$ cat config.mk
export PLATFORM = sky130hd
export DESIGN_NAME = present_cipher_core_flat
export DESIGN_NICKNAME = d
export VERILOG_FILES = /design/src/rtl/present_cipher_core_if.sv /design/src/rtl/present_cipher_core.sv /design/src/flat_wrapper.sv
export SDC_FILE = /design/constraint.sdc
export NUM_CORES = 1
export LEC_CHECK = 0
export ABC_CLOCK_PERIOD_IN_PS = 7400
export CORE_MARGIN = 1
export CORE_UTILIZATION = 47
export DETAILED_ROUTE_END_ITERATION = 8
export GPL_ROUTABILITY_DRIVEN = 0
export PLACE_DENSITY = 0.78
export SYNTH_ARGS = -nofsm -noshare
export SYNTH_HDL_FRONTEND = slang
export SYNTH_SLANG_ARGS = --single-unit
$ cat constraint.sdc
create_clock -name clk -period 7.4 [get_ports clk]
set_input_delay 1.48 -clock clk [delete_from_list [all_inputs] [get_ports clk]]
set_output_delay 1.48 -clock clk [all_outputs]
set_load 0.02 [all_outputs]
$ cat src/rtl/present_cipher_core_if.sv
// Request/result bundle for present_cipher_core.
// master : drives start, mode, idat, key; observes ready, busy, odat, done, cache_hit.
// slave  : the cipher core side of the same signals.
// KEY_WIDTH must match the KEY_WIDTH of the core the bundle is bound to.
interface present_cipher_core_if #(
    parameter int KEY_WIDTH = 80
);
    logic                 start;
    logic                 mode;
    logic [63:0]          idat;
    logic [KEY_WIDTH-1:0] key;
    logic                 ready;
    logic                 busy;
    logic [63:0]          odat;
    logic                 done;
    logic                 cache_hit;

    modport master (
        output start, mode, idat, key,
        input  ready, busy, odat, done, cache_hit
    );

    modport slave (
        input  start, mode, idat, key,
        output ready, busy, odat, done, cache_hit
    );
endinterface

$ cat src/rtl/present_cipher_core.sv
// Iterative PRESENT block cipher (encrypt and decrypt, 80- or 128-bit key).
// One round per enabled clock edge. A decrypt normally first expands the key
// forward to K32 (31 edges); the last key expanded or used for encryption is
// cached together with its K32, so a decrypt under that key starts at once.
// Ports:
//   clk          rising-edge clock
//   rst          synchronous active-high reset (wins over chip_enable)
//   chip_enable  global stall when low; every register holds
//   bus          slave side of present_cipher_core_if:
//                start/mode/idat/key in, ready/busy/odat/done/cache_hit out
module present_cipher_core #(
    parameter int KEY_WIDTH = 80,
    parameter int ROUNDS    = 31
) (
    input  logic                  clk,
    input  logic                  rst,
    input  logic                  chip_enable,
    present_cipher_core_if.slave  bus
);

    // Only the two standard key sizes and round count are supported.
    generate
        if (!(KEY_WIDTH == 80 || KEY_WIDTH == 128)) begin : g_bad_key_width
            $error("present_cipher_core: KEY_WIDTH must be 80 or 128");
        end
        if (ROUNDS != 31) begin : g_bad_rounds
            $error("present_cipher_core: ROUNDS must be 31");
        end
    endgenerate

    // Position of the 5-bit round-counter XOR inside the key register.
    localparam int         RC_LSB   = (KEY_WIDTH == 80) ? 15 : 62;
    localparam logic [4:0] LAST_RND = 5'(ROUNDS);

    typedef enum logic [1:0] {
        IDLE   = 2'd0,
        KEYEXP = 2'd1,
        ROUND  = 2'd2,
        FINAL  = 2'd3
    } state_t;

    function automatic logic [3:0] sbox4(input logic [3:0] x);
        case (x)
            4'h0: sbox4 = 4'hC;  4'h1: sbox4 = 4'h5;  4'h2: sbox4 = 4'h6;  4'h3: sbox4 = 4'hB;
            4'h4: sbox4 = 4'h9;  4'h5: sbox4 = 4'h0;  4'h6: sbox4 = 4'hA;  4'h7: sbox4 = 4'hD;
            4'h8: sbox4 = 4'h3;  4'h9: sbox4 = 4'hE;  4'hA: sbox4 = 4'hF;  4'hB: sbox4 = 4'h8;
            4'hC: sbox4 = 4'h4;  4'hD: sbox4 = 4'h7;  4'hE: sbox4 = 4'h1;  4'hF: sbox4 = 4'h2;
            default: sbox4 = 4'h0;
        endcase
    endfunction

    function automatic logic [3:0] inv_sbox4(input logic [3:0] x);
        case (x)
            4'h0: inv_sbox4 = 4'h5;  4'h1: inv_sbox4 = 4'hE;  4'h2: inv_sbox4 = 4'hF;  4'h3: inv_sbox4 = 4'h8;
            4'h4: inv_sbox4 = 4'hC;  4'h5: inv_sbox4 = 4'h1;  4'h6: inv_sbox4 = 4'h2;  4'h7: inv_sbox4 = 4'hD;
            4'h8: inv_sbox4 = 4'hB;  4'h9: inv_sbox4 = 4'h4;  4'hA: inv_sbox4 = 4'h6;  4'hB: inv_sbox4 = 4'h3;
            4'hC: inv_sbox4 = 4'h0;  4'hD: inv_sbox4 = 4'h7;  4'hE: inv_sbox4 = 4'h9;  4'hF: inv_sbox4 = 4'hA;
            default: inv_sbox4 = 4'h0;
        endcase
    endfunction

    function automatic logic [63:0] sbox_layer(input logic [63:0] x);
        logic [63:0] y;
        y = 64'd0;
        for (int i = 0; i < 16; i++) begin
            y[4*i +: 4] = sbox4(x[4*i +: 4]);
        end
        return y;
    endfunction

    function automatic logic [63:0] inv_sbox_layer(input logic [63:0] x);
        logic [63:0] y;
        y = 64'd0;
        for (int i = 0; i < 16; i++) begin
            y[4*i +: 4] = inv_sbox4(x[4*i +: 4]);
        end
        return y;
    endfunction

    // Bit i moves to 16*i mod 63; bit 63 stays put.
    function automatic logic [63:0] p_layer(input logic [63:0] x);
        logic [63:0] y;
        y = 64'd0;
        for (int i = 0; i < 63; i++) begin
            y[(i * 16) % 63] = x[i];
        end
        y[63] = x[63];
        return y;
    endfunction

    function automatic logic [63:0] inv_p_layer(input logic [63:0] x);
        logic [63:0] y;
        y = 64'd0;
        for (int i = 0; i < 63; i++) begin
            y[i] = x[(i * 16) % 63];
        end
        y[63] = x[63];
        return y;
    endfunction

    // Forward key schedule step: rotate left 61, S-box top nibble(s), XOR round counter.
    function automatic logic [KEY_WIDTH-1:0] key_update(input logic [KEY_WIDTH-1:0] k,
                                                        input logic [4:0] rc);
        logic [KEY_WIDTH-1:0] t;
        t = {k[KEY_WIDTH-62:0], k[KEY_WIDTH-1:KEY_WIDTH-61]};
        t[KEY_WIDTH-1 -: 4] = sbox4(t[KEY_WIDTH-1 -: 4]);
        t[KEY_WIDTH-5 -: 4] = (KEY_WIDTH == 128) ? sbox4(t[KEY_WIDTH-5 -: 4]) : t[KEY_WIDTH-5 -: 4];
        t[RC_LSB +: 5] = t[RC_LSB +: 5] ^ rc;
        return t;
    endfunction

    // Exact inverse of key_update for the same round counter.
    function automatic logic [KEY_WIDTH-1:0] inv_key_update(input logic [KEY_WIDTH-1:0] k,
                                                            input logic [4:0] rc);
        logic [KEY_WIDTH-1:0] t;
        t = k;
        t[RC_LSB +: 5] = t[RC_LSB +: 5] ^ rc;
        t[KEY_WIDTH-1 -: 4] = inv_sbox4(t[KEY_WIDTH-1 -: 4]);
        t[KEY_WIDTH-5 -: 4] = (KEY_WIDTH == 128) ? inv_sbox4(t[KEY_WIDTH-5 -: 4]) : t[KEY_WIDTH-5 -: 4];
        return {t[60:0], t[KEY_WIDTH-1:61]};
    endfunction

    state_t               state_r;
    logic [4:0]           rnd_r;
    logic                 mode_r;
    logic [63:0]          data_r;
    logic [KEY_WIDTH-1:0] key_r;
    logic [KEY_WIDTH-1:0] orig_key_r;
    logic                 cache_valid_r;
    logic [KEY_WIDTH-1:0] cache_key_r;
    logic [KEY_WIDTH-1:0] cache_k32_r;
    logic                 ready_r;
    logic                 busy_r;
    logic [63:0]          odat_r;
    logic                 done_r;
    logic                 cache_hit_r;

    logic [63:0]          mixed_s;
    logic [63:0]          enc_next_s;
    logic [63:0]          dec_next_s;
    logic [KEY_WIDTH-1:0] key_fwd_s;
    logic [KEY_WIDTH-1:0] key_inv_s;
    logic                 cache_match_s;

    // Round key is always the top 64 bits of the key register.
    assign mixed_s    = data_r ^ key_r[KEY_WIDTH-1 -: 64];
    assign enc_next_s = p_layer(sbox_layer(mixed_s));
    assign dec_next_s = inv_sbox_layer(inv_p_layer(mixed_s));
    assign key_fwd_s  = key_update(key_r, rnd_r);
    // Decrypt round r undoes forward step 32-r; modulo 32 that is just -r.
    assign key_inv_s  = inv_key_update(key_r, 5'd0 - rnd_r);
    assign cache_match_s = cache_valid_r && (cache_key_r == bus.key);

    assign bus.ready     = ready_r;
    assign bus.busy      = busy_r;
    assign bus.odat      = odat_r;
    assign bus.done      = done_r;
    assign bus.cache_hit = cache_hit_r;

    // Control FSM, datapath, key cache and registered outputs.
    always_ff @(posedge clk) begin
        if (rst) begin
            state_r       <= IDLE;
            rnd_r         <= 5'd0;
            mode_r        <= 1'b0;
            data_r        <= 64'd0;
            key_r         <= '0;
            orig_key_r    <= '0;
            cache_valid_r <= 1'b0;
            cache_key_r   <= '0;
            cache_k32_r   <= '0;
            ready_r       <= 1'b1;
            busy_r        <= 1'b0;
            odat_r        <= 64'd0;
            done_r        <= 1'b0;
            cache_hit_r   <= 1'b0;
        end else if (chip_enable) begin
            done_r      <= 1'b0;
            cache_hit_r <= 1'b0;
            case (state_r)
                IDLE: begin
                    if (bus.start) begin
                        data_r     <= bus.idat;
                        orig_key_r <= bus.key;
                        mode_r     <= bus.mode;
                        rnd_r      <= 5'd1;
                        ready_r    <= 1'b0;
                        busy_r     <= 1'b1;
                        if (!bus.mode) begin
                            key_r   <= bus.key;
                            state_r <= ROUND;
                        end else if (cache_match_s) begin
                            key_r       <= cache_k32_r;
                            cache_hit_r <= 1'b1;
                            state_r     <= ROUND;
                        end else begin
                            key_r   <= bus.key;
                            state_r <= KEYEXP;
                        end
                    end else begin
                        state_r <= IDLE;
                    end
                end
                KEYEXP: begin
                    key_r <= key_fwd_s;
                    if (rnd_r == LAST_RND) begin
                        // key_fwd_s is K32 here: remember it for later decrypts.
                        rnd_r         <= 5'd1;
                        state_r       <= ROUND;
                        cache_key_r   <= orig_key_r;
                        cache_k32_r   <= key_fwd_s;
                        cache_valid_r <= 1'b1;
                    end else begin
                        rnd_r <= rnd_r + 5'd1;
                    end
                end
                ROUND: begin
                    if (mode_r) begin
                        data_r <= dec_next_s;
                        key_r  <= key_inv_s;
                    end else begin
                        data_r <= enc_next_s;
                        key_r  <= key_fwd_s;
                    end
                    if (rnd_r == LAST_RND) begin
                        state_r <= FINAL;
                    end else begin
                        rnd_r <= rnd_r + 5'd1;
                    end
                end
                FINAL: begin
                    // key_r holds K32 after encrypt rounds, K1 after decrypt rounds.
                    odat_r  <= mixed_s;
                    done_r  <= 1'b1;
                    ready_r <= 1'b1;
                    busy_r  <= 1'b0;
                    state_r <= IDLE;
                    if (!mode_r) begin
                        cache_key_r   <= orig_key_r;
                        cache_k32_r   <= key_r;
                        cache_valid_r <= 1'b1;
                    end else begin
                        cache_valid_r <= cache_valid_r;
                    end
                end
                default: begin
                    state_r <= IDLE;
                    ready_r <= 1'b1;
                    busy_r  <= 1'b0;
                end
            endcase
        end else begin
            state_r <= state_r;
        end
    end

endmodule

$ cat src/flat_wrapper.sv
// flat-port wrapper written by rule: the top's interface ports become plain ports
module present_cipher_core_flat 
#(
    parameter int KEY_WIDTH = 80,
    parameter int ROUNDS    = 31
)
  (clk, rst, chip_enable, bus_start, bus_mode, bus_idat, bus_key, bus_ready, bus_busy, bus_odat, bus_done, bus_cache_hit);
  present_cipher_core_if #(.KEY_WIDTH(KEY_WIDTH)) bus_i ();
  input  logic clk;
  input  logic rst;
  input  logic chip_enable;
  input wire logic [$bits(bus_i.start)-1:0] bus_start;
  input wire logic [$bits(bus_i.mode)-1:0] bus_mode;
  input wire logic [$bits(bus_i.idat)-1:0] bus_idat;
  input wire logic [$bits(bus_i.key)-1:0] bus_key;
  output wire logic [$bits(bus_i.ready)-1:0] bus_ready;
  output wire logic [$bits(bus_i.busy)-1:0] bus_busy;
  output wire logic [$bits(bus_i.odat)-1:0] bus_odat;
  output wire logic [$bits(bus_i.done)-1:0] bus_done;
  output wire logic [$bits(bus_i.cache_hit)-1:0] bus_cache_hit;
  assign bus_i.start = bus_start;
  assign bus_i.mode = bus_mode;
  assign bus_i.idat = bus_idat;
  assign bus_i.key = bus_key;
  assign bus_ready = bus_i.ready;
  assign bus_busy = bus_i.busy;
  assign bus_odat = bus_i.odat;
  assign bus_done = bus_i.done;
  assign bus_cache_hit = bus_i.cache_hit;
  present_cipher_core #(.KEY_WIDTH(KEY_WIDTH), .ROUNDS(ROUNDS)) u_core (.clk(clk), .rst(rst), .chip_enable(chip_enable), .bus(bus_i));
endmodule
After elaboration in Yosys (flattened, before gate mapping)

Memories as Yosys holds them, arrays and structs flattened. A register that Yosys moved wholly into a read port is not among the register bits.
Cells that the tools add are included.

Add/subtract/negate cells: 2
Eq/ne operators: 10
Mux-type cells: 40
Bitwise operators: 3
Reductions and logical operators: 14

Operators with widths:

| operator                                               | number |
|---|---|
| 2-to-1 mux 80 bit                                      | 8 |
| one-hot mux 80 bit (2 select lines)                    | 2 |
| one-hot mux 80 bit (3 select lines)                    | 1 |
| 2-to-1 mux 64 bit                                      | 2 |
| one-hot mux 64 bit (2 select lines)                    | 1 |
| == test 80 bit                                         | 1 |
| XOR 64 bit                                             | 1 |
| 2-to-1 mux 4 bit                                       | 4 |
| 2-to-1 mux 5 bit                                       | 3 |
| one-hot mux 5 bit (3 select lines)                     | 1 |
| AND reduction 3 bit                                    | 5 |
| 2-to-1 mux 2 bit                                       | 5 |
| XOR 5 bit                                              | 2 |
| 2-to-1 mux 1 bit                                       | 9 |
| one-hot mux 2 bit (4 select lines)                     | 1 |
| AND reduction 4 bit                                    | 2 |
| inequality test 2 bit (second input constant)          | 3 |
| one-hot mux 1 bit (2 select lines)                     | 3 |
| nonzero test 2 bit                                     | 3 |
| adder 5 x 1 -> 5 bit (second input constant)           | 1 |
| == test 5 bit (second input constant)                  | 1 |
| subtractor 1 x 5 -> 5 bit (first input constant)       | 1 |
| == test 2 bit (second input constant)                  | 2 |
| inequality test 2 x 1 -> 1 bit (second input constant) | 2 |
| 5 further kinds                                        | 5 |

Register bits after elaboration: 461
ROM bits: 2176
Input port bits: 149
Output and inout bits: 68
Logic and storage cells: 117
Memories: 34

Memory list:

| memory          | depth | width | read ports | clocked after Yosys merged registers in | wr ports | line                      | text |
|---|---|---|---|---|---|---|---|
| (no name shown) | 16    | 4     | 1          | 1                                       | 0        | present_cipher_core.sv:53 | `case (x)` |
| (no name shown) | 16    | 4     | 1          | 1                                       | 0        | present_cipher_core.sv:43 | `case (x)` |
| (no name shown) | 16    | 4     | 1          | 0                                       | 0        | present_cipher_core.sv:53 |  |
| (no name shown) | 16    | 4     | 1          | 0                                       | 0        | present_cipher_core.sv:53 |  |
| (no name shown) | 16    | 4     | 1          | 0                                       | 0        | present_cipher_core.sv:53 |  |
| (no name shown) | 16    | 4     | 1          | 0                                       | 0        | present_cipher_core.sv:53 |  |
| +28 memories    | n/a   | n/a   | n/a        | n/a                                     | n/a      | n/a                       |  |

Logic depth before layout (Yosys ltp)

Depth in word-level cells: 8
Gate-level depth with buffers: 16
Gate-level depth less buffers: 13

Least setup slack after synthesis

No wires, ideal clock.

Path kind: in2reg
Start: input bus_key[58]
End: register u_core.key_inv_s[15] (netlist name)
Library setup time: 0.123 ns
Data arrival time: 4.021 ns
Required time: 7.277 ns
Setup slack: 3.256 ns
Stages on the path: 13
Buffers on the path: 1
Cell sequence: xor2_1 -> nor4_1 -> nand4_1 -> nor4_4 -> buf_6 -> a31oi_1 -> a211o_1 -> nor2_1 -> inv_1 -> ha_1 -> inv_1 -> mux2i_1 -> mux2_1

Longest elaborated chain between the ends: 8

Ends and longest elaborated chain:

| element                                 | line                       | text |
|---|---|---|
| start: declaration                      | flat_wrapper.sv:15         | `input wire logic [$bits(bus_i.key)-1:0] bus_key;` |
| == test 80 bit                          | present_cipher_core.sv:152 | `assign cache_match_s = cache_valid_r && (cache_key_r == bus.key);` |
| logical AND 1 bit                       | present_cipher_core.sv:152 |  |
| 2-to-1 mux 80 bit                       | present_cipher_core.sv:192 | `end else if (cache_match_s) begin` |
| 2-to-1 mux 80 bit                       | present_cipher_core.sv:189 | `if (!bus.mode) begin` |
| 2-to-1 mux 80 bit                       | present_cipher_core.sv:182 | `if (bus.start) begin` |
| one-hot mux 80 bit (3 select lines)     | present_cipher_core.sv:180 | `case (state_r)` |
| 2-to-1 mux 4 bit (no line) (2 in a row) | n/a                        |  |

No other way between the ends. The select of a mux whose other input is x is not followed.
A chain may end at the register's enable or synchronous reset.

Final worst setup path

Start: input bus_key[75]
End: register u_core.key_fwd_s[76] (netlist name)

Longest elaborated chain between the ends: 8

Ends and longest elaborated chain:

| element                                 | line |
|---|---|
| == test 80 bit                          | present_cipher_core.sv:152 |
| logical AND 1 bit                       | present_cipher_core.sv:152 |
| 2-to-1 mux 80 bit                       | present_cipher_core.sv:192 |
| 2-to-1 mux 80 bit                       | present_cipher_core.sv:189 |
| 2-to-1 mux 80 bit                       | present_cipher_core.sv:182 |
| one-hot mux 80 bit (3 select lines)     | present_cipher_core.sv:180 |
| 2-to-1 mux 4 bit (no line) (2 in a row) | n/a |

No other way between the ends. The select of a mux whose other input is x is not followed.

==> out/qor.yml <==
timing:
  fin_skew_ns: 0.0211
  rsz0062_at_grt: "false"
  setup-tns-final_ns: 0
  hold_violations: 0
  final_max_slew_viol_count: 0
  period_needed_ns: 5.00
  timing.final.crit_share: 0.675
  worst_slew_pin_slew_ns: 1.24
  setup_viol: 0
  hold-worst-slack_ns: 0.445
  slew_headroom: 0.168
  fmax_mhz: 200
detailed_routing:
  num_vias: 26700
  wl_um: 99800
  wl_per_cell_um: 23.4
  first_iter_violations: 3203
  first_pass_iters: 7
  vias_per_cell: 6.27
  antenna_left: 0
  drc: 0
grt:
  grt_overflow: 0
  grt_usage: 0.319
  grt_first_pass_wirelength_um: 148000
  grt_max_degree: 154
  grt_pass1_vias: 24000
  antenna_found_initial: 2
synthesis:
  ys_warn_count: 0
  async_reset_ff_frac: 0
  netlist_area_mm2: 0.0281
  avgSynthCellArea_um2: 8.32
  syn_inst: 3376
  ys.flop_type: "dfxtp_1"
  ys_ff_latch: 469
  synth-edff-count: 0
  seq_area_frac_synth: 0.334
  synth_nets: 3721
  yosysUniqueCellTypes: 68
layout:
  final_cells: 4261
  final_util: 0.551
  antennaDiodeCount: 0
  mostFrequentLayoutCells: "nand2_1, dfxtp_1, a21oi_1"
  nNetsFinal: 3793
  flow.area_growth_from_synthesis_pct: 15.8
  final_common_cell: "nand2_1"
  fillers: 5316
  drive_gt1_frac: 0.0625
place:
  placed_cells: 4170
  hpwl_um: 69900
  portBuffers: 216
setup_path:
  critPathLaunch: "bus_key[75]"
  rrSetupSlack_ns: 3.34
  worst_setup_path_end_kind: "register"
  r2r_cells: 13
  start_kind: "primary input"
  critical_path_class: "in2reg"
  r2r-end: "u_core.key_inv_s[15]"
  worstPathMaxFanout: 12
  worst_ep_required_time_ns: 7.91
  r2r-start: "u_core.state_r[0]"
  crit_arrival_ns: 5.51
die:
  die_y_um: 246
  start_util: 0.476
  coreArea_mm2: 0.0590
  die_x_um: 246
  dieArea_mm2: 0.0607
  num_rows: 89
  io_pins: 217
cts:
  root_buffer: "clkbuf_16"
  numCtsBuffers: 49
  tritoncts: "done"
  cts-htree-levels: 2
  cts_sinks: 469
  path_clk_slew_ns: 0.06
  post-cts-setup-buffers: 0
  cts_resized: 0
  insertion_delay_ns: 0.62
  cts_buffer_depth: 3
  hold_buffers: 0
run_status:
  status: "finished clean"
pwr:
  p_int_mw: 5.42
  power_density_mw_per_mm2: 268
  switchingPower_mw: 3.30
  p_clk_frac: 0.303
  p_seq_frac: 0.347
  ir_worst_vdd_mv: 0.279
  combPwrFrac: 0.350
  power_leakage_nw: 12.1
  totalPowerFinal_mw: 8.72
  switching_share: 0.378
hold_path:
  hold_class: "reg2reg"
  worstHoldStart: "u_core.orig_key_r[15]"
  hold_end: "u_core.cache_key_r[15]"
  hold-path-cell-count: 2
run:
  drv_cap: 0
-- power by group through the flow --
stage / sequential [mW] / combinational (mW) / clock (mW)
global placement: 3.05 / 2.91 / 0
detailed placement: 3.05 / 2.96 / 0
floorplan: 2.91 / 2.10 / 0
global route: 3.03 / 3.29 / 2.76
CTS: 3.00 / 2.98 / 2.66
finish: 3.02 / 3.05 / 2.64
-- layout make-up --
| type | count | area [um^2] | share of cell area |
|---|---|---|---|
| Multi-Input combinational cell | 2543 | 17400 | 0.534 |
| Timing Repair Buffer | 282 | 2680 | 0.0822 |
| Clock inverter | 22 | 268 | 0.00823 |
| Inverter | 103 | 389 | 0.0120 |
| Sequential cell | 469 | 9390 | 0.289 |
| Clock buffer | 69 | 1450 | 0.0447 |
| Tap cell | 773 | 967 | 0.0297 |
-- flip-flops by register name, indices dropped and copies added (netlist names), 2 cells and up --
register            cells
u_core.bus.odat        64
u_core.data_r          64
u_core.key_r           80
u_core.cache_key_r     80
u_core.cache_k32_r     80
u_core.rnd_r            5
u_core.orig_key_r      80
u_core.key_fwd_s        4
u_core.state_r          2
u_core.key_inv_s        4
-- synth_stat cells (all sizes together), types with 61 or more instances --
cell | count | area [um^2]
a211oi | 203 | 1520
xnor2 | 94 | 831
xor2 | 79 | 692
a221oi | 75 | 657
nor2 | 310 | 1160
dfxtp | 469 | 9390
mux2i | 191 | 1910
o211ai | 70 | 531
inv | 91 | 342
clkbuf | 226 | 848
nand2 | 539 | 2020
ha | 196 | 2450
a21oi | 333 | 1670
a211o | 79 | 692
o21ai | 61 | 305
-- layer usage --
layer  share of wire  GRT usage  wire, um  up-vias
met5         0.00019          0        19        -
met3            0.11     0.0690     11400      317
met1            0.40      0.421     39800    12600
li1                -          -         -    12200
met2            0.42      0.468     41500     1582
met4           0.071      0.207      7090        4
-- logic make-up (layout without fill, tap and decap cells) --
family | Yosys count | after routing | synth area share
buffers and inverters | 364 | 476 | 0.0501
adder cells (fa/ha/maj) | 196 | 196 | 0.0873
XOR/XNOR | 173 | 173 | 0.0542
AO/OA/AOI/OAI | 929 | 929 | 0.224
AND/OR/NAND/NOR | 1009 | 1009 | 0.149
multiplexers | 236 | 236 | 0.101
flip-flops | 469 | 469 | 0.334
-- worst max-delay path: stages --
cell             delay, ns
clkdlybuf4s50_1       0.48
xor2_1                0.26
nor4_1                0.54
nand2_1               0.14
and4b_1               0.63
and3_1                0.35
buf_4                 0.30
o311ai_1              0.17
nand2b_1              0.24
ha_1                  0.25
or3_1                 0.39
a32o_1                0.26
-- per-stage QoR --
| step | setup WS [ns] | area (um^2) |
|---|---|---|
| final | 2.40 | 32500 |
| after global routing | 2.26 | 32500 |
| after CTS | 2.44 | 32500 |
| after detailed placement | 1.86 | 30800 |
| after global placement | 1.96 | 30800 |
| after floorplan | 3.26 | 28100 |
-- how the worst max path moves through the flow --
stage / endpoint / slack [ns] / cells past startpoint
after floorplan: u_core.key_inv_s[15] / 3.26 / 13
after global placement: u_core.key_fwd_s[76] / 1.96 / 12
after detailed placement: u_core.key_fwd_s[76] / 1.86 / 12
after CTS: u_core.key_fwd_s[76] / 2.44 / 12
after global routing: u_core.key_fwd_s[76] / 2.26 / 12
final: u_core.key_fwd_s[76] / 2.40 / 12
No activity file was read; power rests on OpenSTA's default activity.
